[src/rtl/factorial_inverse.sv]
// factorial_inverse: sequential inverse factorial.
// Given a WIDTH-bit value, searches for n with n! == value. The search keeps a
// running product 1,1,2,6,24,... and does one compare and one multiply per clock.
//
// Parameters:
//   WIDTH  width of value
//   NW     width of n; must hold (largest n with n! < 2^WIDTH) + 1
// Optional build macro:
//   INVFACT_FLOOR_EN  when defined, a non-exact result reports the floor index
//                     (largest m with m! <= value); otherwise it reports n=0.
// Ports:
//   clk    rising-edge clock
//   rst    asynchronous active-high reset
//   start  request; sampled only while busy is low
//   value  operand; latched on the accepted start edge
//   busy   high from the cycle after an accepted start through the done cycle
//   done   one-cycle completion pulse
//   n      result index; valid with done and held until the next result
//   exact  1 when value is exactly n!
module factorial_inverse #(
    parameter int unsigned WIDTH = 16,
    parameter int unsigned NW    = 4
) (
    input  logic             clk,
    input  logic             rst,
    input  logic             start,
    input  logic [WIDTH-1:0] value,
    output logic             busy,
    output logic             done,
    output logic [NW-1:0]    n,
    output logic             exact
);

    // Product width leaves NW bits of headroom, so the final overshoot cannot wrap.
    localparam int unsigned PW = WIDTH + NW;

    typedef enum logic [1:0] {
        IDLE = 2'd0,
        CALC = 2'd1,
        DONE = 2'd2
    } state_t;

    state_t           state, state_nxt;
    logic [WIDTH-1:0] val, val_nxt;
    logic [NW-1:0]    k, k_nxt;
    logic [PW-1:0]    prod, prod_nxt;
    logic [NW-1:0]    res_n, res_n_nxt;
    logic             res_exact, res_exact_nxt;
    logic             busy_nxt, done_nxt;
    logic [NW-1:0]    n_nxt;
    logic             exact_nxt;
    logic [NW-1:0]    k_inc;

    assign k_inc = k + NW'(1);

    // State and datapath registers.
    always_ff @(posedge clk or posedge rst) begin
        if (rst) begin
            state     <= IDLE;
            val       <= '0;
            k         <= '0;
            prod      <= PW'(1);
            res_n     <= '0;
            res_exact <= 1'b0;
            busy      <= 1'b0;
            done      <= 1'b0;
            n         <= '0;
            exact     <= 1'b0;
        end else begin
            state     <= state_nxt;
            val       <= val_nxt;
            k         <= k_nxt;
            prod      <= prod_nxt;
            res_n     <= res_n_nxt;
            res_exact <= res_exact_nxt;
            busy      <= busy_nxt;
            done      <= done_nxt;
            n         <= n_nxt;
            exact     <= exact_nxt;
        end
    end

    // Next-state and output logic. busy/done trail the state by one register,
    // so the done pulse lands in the cycle after DONE and start is refused
    // until busy has dropped.
    always_comb begin
        state_nxt     = state;
        val_nxt       = val;
        k_nxt         = k;
        prod_nxt      = prod;
        res_n_nxt     = res_n;
        res_exact_nxt = res_exact;
        n_nxt         = n;
        exact_nxt     = exact;
        done_nxt      = 1'b0;
        busy_nxt      = (state != IDLE);

        case (state)
            IDLE: begin
                if (start && !busy) begin
                    val_nxt   = value;
                    k_nxt     = '0;
                    prod_nxt  = PW'(1);
                    state_nxt = CALC;
                end
            end
            CALC: begin
                if (prod == PW'(val)) begin
                    res_n_nxt     = k;
                    res_exact_nxt = 1'b1;
                    state_nxt     = DONE;
                end else if (prod > PW'(val)) begin
                    res_exact_nxt = 1'b0;
`ifdef INVFACT_FLOOR_EN
                    // k has just overshot; the floor is k-1, and value==0 stays at 0.
                    res_n_nxt     = (k == '0) ? '0 : k - NW'(1);
`else
                    res_n_nxt     = '0;
`endif
                    state_nxt     = DONE;
                end else begin
                    k_nxt    = k_inc;
                    prod_nxt = prod * PW'(k_inc);
                end
            end
            DONE: begin
                n_nxt     = res_n;
                exact_nxt = res_exact;
                done_nxt  = 1'b1;
                state_nxt = IDLE;
            end
            default: begin
                state_nxt = IDLE;
            end
        endcase
    end

endmodule

[config.mk]
export PLATFORM = sky130hd
export DESIGN_NAME = factorial_inverse
export DESIGN_NICKNAME = d
export VERILOG_FILES = /design/src/rtl/factorial_inverse.sv
export SDC_FILE = /design/constraint.sdc
export NUM_CORES = 1
export LEC_CHECK = 0
export ABC_AREA = 0
export CAP_MARGIN = 20
export CORE_MARGIN = 8
export CORE_UTILIZATION = 40
export CTS_BUF_LIST = sky130_fd_sc_hd__clkbuf_8 sky130_fd_sc_hd__clkbuf_16
export CTS_CLUSTER_SIZE = 8
export DETAILED_ROUTE_END_ITERATION = 10
export GPL_TIMING_DRIVEN = 1
export SLEW_MARGIN = 15
export SYNTH_ARGS = -nofsm -noshare
export SYNTH_HDL_FRONTEND = slang
export SYNTH_SLANG_ARGS = --single-unit
[constraint.sdc]
create_clock -name clk -period 4.25 [get_ports clk]
set_clock_uncertainty 0.05 [all_clocks]
set_input_delay 0.425 -clock clk [delete_from_list [all_inputs] [get_ports clk]]
set_output_delay 0.425 -clock clk [all_outputs]
set_load 0.01 [all_outputs]
## After elaboration in Yosys (flattened, before gate mapping)

Cells that the tools add are included.
W data, S select, Z words.

| word-level totals | value |
|---|---|
| bits of input ports | 19 |
| latch bits | 0 |
| bits in read-only memories | 0 |
| bits in registers | 54 |
| RAM bits | 0 |
| memories kept | 0 |

| cells by class | value |
|---|---|
| bitwise gates (word level) | 0 |
| equal/unequal tests | 7 |
| $mul | 1 |
| $add $sub $neg | 1 |
| shift operators | 0 |
| div/mod/pow operators | 0 |
| reduce and logical (&&, ||, !) cells | 10 |
| mux-type cells | 17 |
| magnitude comparators | 1 |

Operator list:

| kind | count |
|---|---|
| $mux W20 | 3 |
| $pmux W20 S2 | 1 |
| $eq A20 B16 Y1 | 1 |
| $gt A20 B16 Y1 | 1 |
| $mul A20 B4 Y20 | 1 |
| $mux W4 | 5 |
| $pmux W4 S2 | 1 |
| $mux W2 | 3 |
| $ne A2 B2 Y1 const B | 3 |
| $reduce_and A2 Y1 | 3 |
| $reduce_bool A2 Y1 | 3 |
| $add A4 B1 Y4 const B | 1 |
| $pmux W2 S2 | 1 |
| $reduce_and A4 Y1 | 1 |
| $mux W1 | 3 |
| $ne A3 B3 Y1 const B | 1 |
| $eq A2 B1 Y1 const B | 1 |
| $eq A2 B2 Y1 const B | 1 |
| $logic_not A2 Y1 | 1 |
| $logic_and A1 B1 Y1 | 1 |
| $logic_not A1 Y1 | 1 |

## Longest topological paths before layout

| depth | value |
|---|---|
| depth after elaboration | 5 |
| mapped depth | 15 |

## Least setup slack after synthesis

OpenSTA, ideal clock, no wires.

| timing | value |
|---|---|
| path kind | register to register |
| from | register k[0] |
| to | register prod[19] |
| path slack | -226 ps |
| period minus slack after synthesis | 4,476 ps |
| library setup time | 124 ps |
| buffers on the path | 1 |
| stages on the path, launching flop included | 16 |
| data arrival time | 4,302 ps |
| cell sequence | dfrtp_1 > nand3_1 > xnor2_1 > clkbuf_1 > nor2b_1 > fa_1 > inv_1 > fa_1 > inv_1 > ha_1 > or3_1 > or2_0 > or2_2 > a311oi_1 > nor4_2 > a211o_1 |

| on the way | value |
|---|---|
| cells in the longest elaborated chain, start to end | 5 |

RTL lines:

| item | line | source |
|---|---|---|
| start, declared | 45 | `logic [NW-1:0] k, k_nxt;` |
| start signal, assigned | 72 | `k <= k_nxt;` |
| $add A4 B1 Y4 | 54 | `assign k_inc = k + NW'(1);` |
| $mul A20 B4 Y20 | 123 | `prod_nxt = prod * PW'(k_inc);` |
| $mux W20 | 112 | `end else if (prod > PW'(val)) begin` |
| $mux W20 | 108 | `if (prod == PW'(val)) begin` |
| $pmux W20 S2 | 98 | `case (state)` |
| end signal, assigned | 73 | `prod <= prod_nxt;` |
| end, declared | 46 | `logic [PW-1:0] prod, prod_nxt;` |

Every way passes these cells. The select of a mux whose other input is x is not followed.
A chain may end at the register's enable or synchronous reset.

## Worst setup path after layout

| timing | value |
|---|---|
| from | register k[1] |
| to | register prod[18] |

The elaborated chain is that of the path after synthesis.

==> impl_metrics.csv <==
group,metric,value,unit
floorplanning,die_w,124,um
global_routing,initial_antenna_violation_count,0,
clock_network,cts.clk_slew.worst_paths,0.07,ns
clock_network,worstSkewPairLatency,0.30,ns
final_layout,utilization,0.484,
global_routing,overflow,0,
yosys,synth-seq-area-share,0.288,
global_routing,gr-usage-all-layers,0.141,
yosys,synthArstFlopShare,1.00,
final_layout,antenna-diode-count,0,
place,place_inst,690,
worst_setup_path,critical_path_class,"reg -> reg",
min_path,worst_hold_path_type,"reg -> reg",
worst_setup_path,crit_path_largest_cell_delay,0.54,ns
route,detailroute.via_count,3582,
final_layout,final_common_cell,"inv_1",
floorplanning,floorplan.initialDensity,0.410,
yosys,synth_edf_count,0,
worst_setup_path,worst_path_max_delay_cell,"fa_1",
yosys,dominant_combinational_cell_family_by_area_after_synthesis,"adder cells",
floorplanning,core.rowCount,39,
final_layout,final_net_count,648,
place,globalplace.congestion,0.859,
route,finalWirelength,10600,um
final_layout,most-common-layout-cells,"inv_1 (86), dfrtp_1 (52), nand2_1 (39)",
worst_setup_path,cp-end-kind,"flip-flop",
floorplanning,placeableCoreArea,11500,um^2
final_layout,post_layout_nonfiller_instances,703,
yosys,ys.flop_type,"dfrtp_1",
worst_setup_path,data_required_critical_path,4.40,ns
pwr,pd_cells,449,nW/um^2
sta,worst_slack,0.158,ns
clock_network,ctsRootBufferMaster,"clkbuf_16",
global_routing,grt_first_pass_wirelength,18600,um
place,pre_cts_ws,0.00255,ns
sta,report.final.setup_viol,0,
sta,fin_setup_tns,0,ns
yosys,complex_gate_fraction_of_the_synthesized_area,0.113,
route,drt_iter0_markers,191,
pwr,irDropWorstVdd,0.418,mV
outcome,run_status,"completed",
floorplanning,die_outline_area,15500,um^2
pwr,power.leakage,2.68,nW
clock_network,cts.hold.buffers_added,0,
sta,final_max_slew_viol_count,0,
yosys,synthMuxAreaShare,0.0545,
floorplanning,die_height,124,um
floorplanning,top_level_ports,26,
yosys,synth_cell_type_count,57,
worst_setup_path,arrival,4.25,ns
place,placement.io_buffers,25,
worst_setup_path,setup.worst_path.start_class,"flip-flop",
yosys,synth-seq-cells,54,
worst_setup_path,setup.reg_to_reg.worst_slack,0.16,ns
place,dp_hpwl,8260,um
route,vias_per_instance,5.10,
sta,fmaxAchievable,244,MHz
clock_network,tritoncts_num_sinks,54,
yosys,synthDominantAreaCellType,"dfrtp_1",
route,route.detailed.wl_per_inst,15.1,um
sta,tightestPinTransition,1.08,ns
clock_network,cts-buffers-inserted,5,
run,timing.max_cap.violations,0,
clock_network,cts_tree,"done",
yosys,post_synth_fa_ha_maj_area_fraction,0.239,
yosys,synth_top_area_share,0.282,
global_routing,grt_max_degree,42,
sta,slew_headroom,0.280,
yosys,synth.cell_area,4700,um^2
final_layout,fillers,1096,
yosys,synth.net_count,601,
yosys,syn_inst,512,
yosys,synth_simple_gate_area_frac,0.183,
sta,final-hold-violation-count,0,
yosys,ys_top_cells_by_area,"dfrtp_1 (28%), fa_1 (14%), ha_1 (9.8%)",
sta,final.min_clock_period,4.09,ns
worst_setup_path,crit_path_cell_chain,"ha_4 > xor2_2 > buf_4 > and2_1 > fa_1 > inv_1 > fa_1 > inv_1 > ha_4 > a21oi_1 > nand2_1 > o21a_2 > or4_1 > and3_1 > o31ai_1",
yosys,synthXorXnorAreaFrac,0.0394,
route,antenna_violating_nets_post_route,0,
final_layout,flow.area_growth_from_synthesis,18.0,%
global_routing,first_global_vias,3806,
route,drt-pass1-iter-count,4,
clock_network,h_tree_level_count,2,
worst_setup_path,critical_path.max_fanout,5,
yosys,avgSynthCellArea,9.19,um^2
route,remaining_drc_errors,0,
yosys,yosysWarnings,0,
final_layout,drive_gt1_frac,0.155,
sta,timing.final.crit_share,0.963,
clock_network,clock_tree.buffer_depth,2,
[stage by stage]
step / instance area [um^2] / total power [W] / hold WS [ns]
after CTS: 5460 / 0.00248 / 0.437
after global routing: 5550 / 0.00270 / 0.452
after floorplan: 4720 / 0.00163 / 0.394
final: 5550 / 0.00249 / 0.429
after detailed placement: 5260 / 0.00201 / 0.418
after global placement: 5260 / 0.00198 / 0.414
[repair_timing]
item	in CTS	in global routing
setup endpoints to repair	1	5
buffers inserted	2	2
gates resized for setup	7	18
cloned	1	0
pin swaps	2	6
[path summary, 6_finish.rpt]
check	start	endpoint	cells past startpoint
hold reg to reg	state[1]$_DFFE_PP0P_	busy$_DFF_PP0_	1
hold / removal	state[1]$_DFFE_PP0P_	busy$_DFF_PP0_	1
min in group asynchronous	rst	busy$_DFF_PP0_	2
setup / recovery	k[1]$_DFFE_PP0P_	prod[18]$_DFFE_PP0P_	15
max in group asynchronous	rst	prod[0]$_DFFE_PP1P_	3
setup reg to reg	k[1]$_DFFE_PP0P_	prod[18]$_DFFE_PP0P_	15
[per-layer routing]
metal / track usage / vias up / part of all wire
met5: 0 / - / 0
met4: 0.0340 / 0 / 0.0085
met3: 0.0183 / 5 / 0.024
met2: 0.251 / 43 / 0.50
met1: 0.176 / 1768 / 0.47
li1: - / 1766 / -
[power by group]
part           leakage (nW)  switching, W  internal (W)
Sequential            0.704      0.000132      0.000671
Combinational          1.91      0.000683      0.000567
Clock                0.0735      0.000203      0.000237
[cell usage after synthesis (2+ instances only)]
master,number
o31ai_1,4
nor3_1,4
buf_1,3
clkbuf_1,6
a21oi_1,18
and3_1,3
nand2_1,39
nand4_1,2
fa_1,33
dfrtp_1,53
a211oi_1,3
o21a_1,5
nand3_1,24
and2_1,31
buf_4,3
a32o_1,2
nor2b_1,21
nand2b_1,4
nor2_1,15
ha_1,37
mux2_2,21
or4_1,2
a21o_1,4
xnor3_1,2
or3_1,3
mux2i_1,2
xnor2_1,5
inv_1,88
xor2_1,11
o21ai_0,28
or2_2,3
o21ai_1,7
buf_2,2
[critical path, delay by kind of cell, from the launching register on]
family	cells	cell delay [ns]
fa+ha+maj	4	1.47
simple gates	4	0.96
compound gates	3	0.59
flops	1	0.44
buf+inv	3	0.30
xor+xnor	1	0.17
[final cells by class]
| class | count | area, um^2 | area share |
|---|---|---|---|
| Clock inverter | 2 | 16.3 | 0.00293 |
| Tap cell | 143 | 179 | 0.0322 |
| Clock buffer | 6 | 139 | 0.0250 |
| Inverter | 88 | 330 | 0.0595 |
| Timing Repair Buffer | 54 | 475 | 0.0857 |
| Sequential cell | 54 | 1350 | 0.244 |
| Multi-Input combinational cell | 356 | 3060 | 0.551 |
[sequential cells by signal, indices dropped and copies added, names as in the netlist, 2 cells and up]
name,cells
prod,20
n,4
res_n,4
val,16
state,2
k,4
[logic make-up after synthesis]
logic type | Yosys count
adders and majority gates | 70
buffers and inverters | 102
AOI/OAI and AO/OA | 84
xor gates and xnor gates | 18
and+or+nand+nor | 161
DFF | 54
muxes | 23
Power figures use the tool's default switching activity.
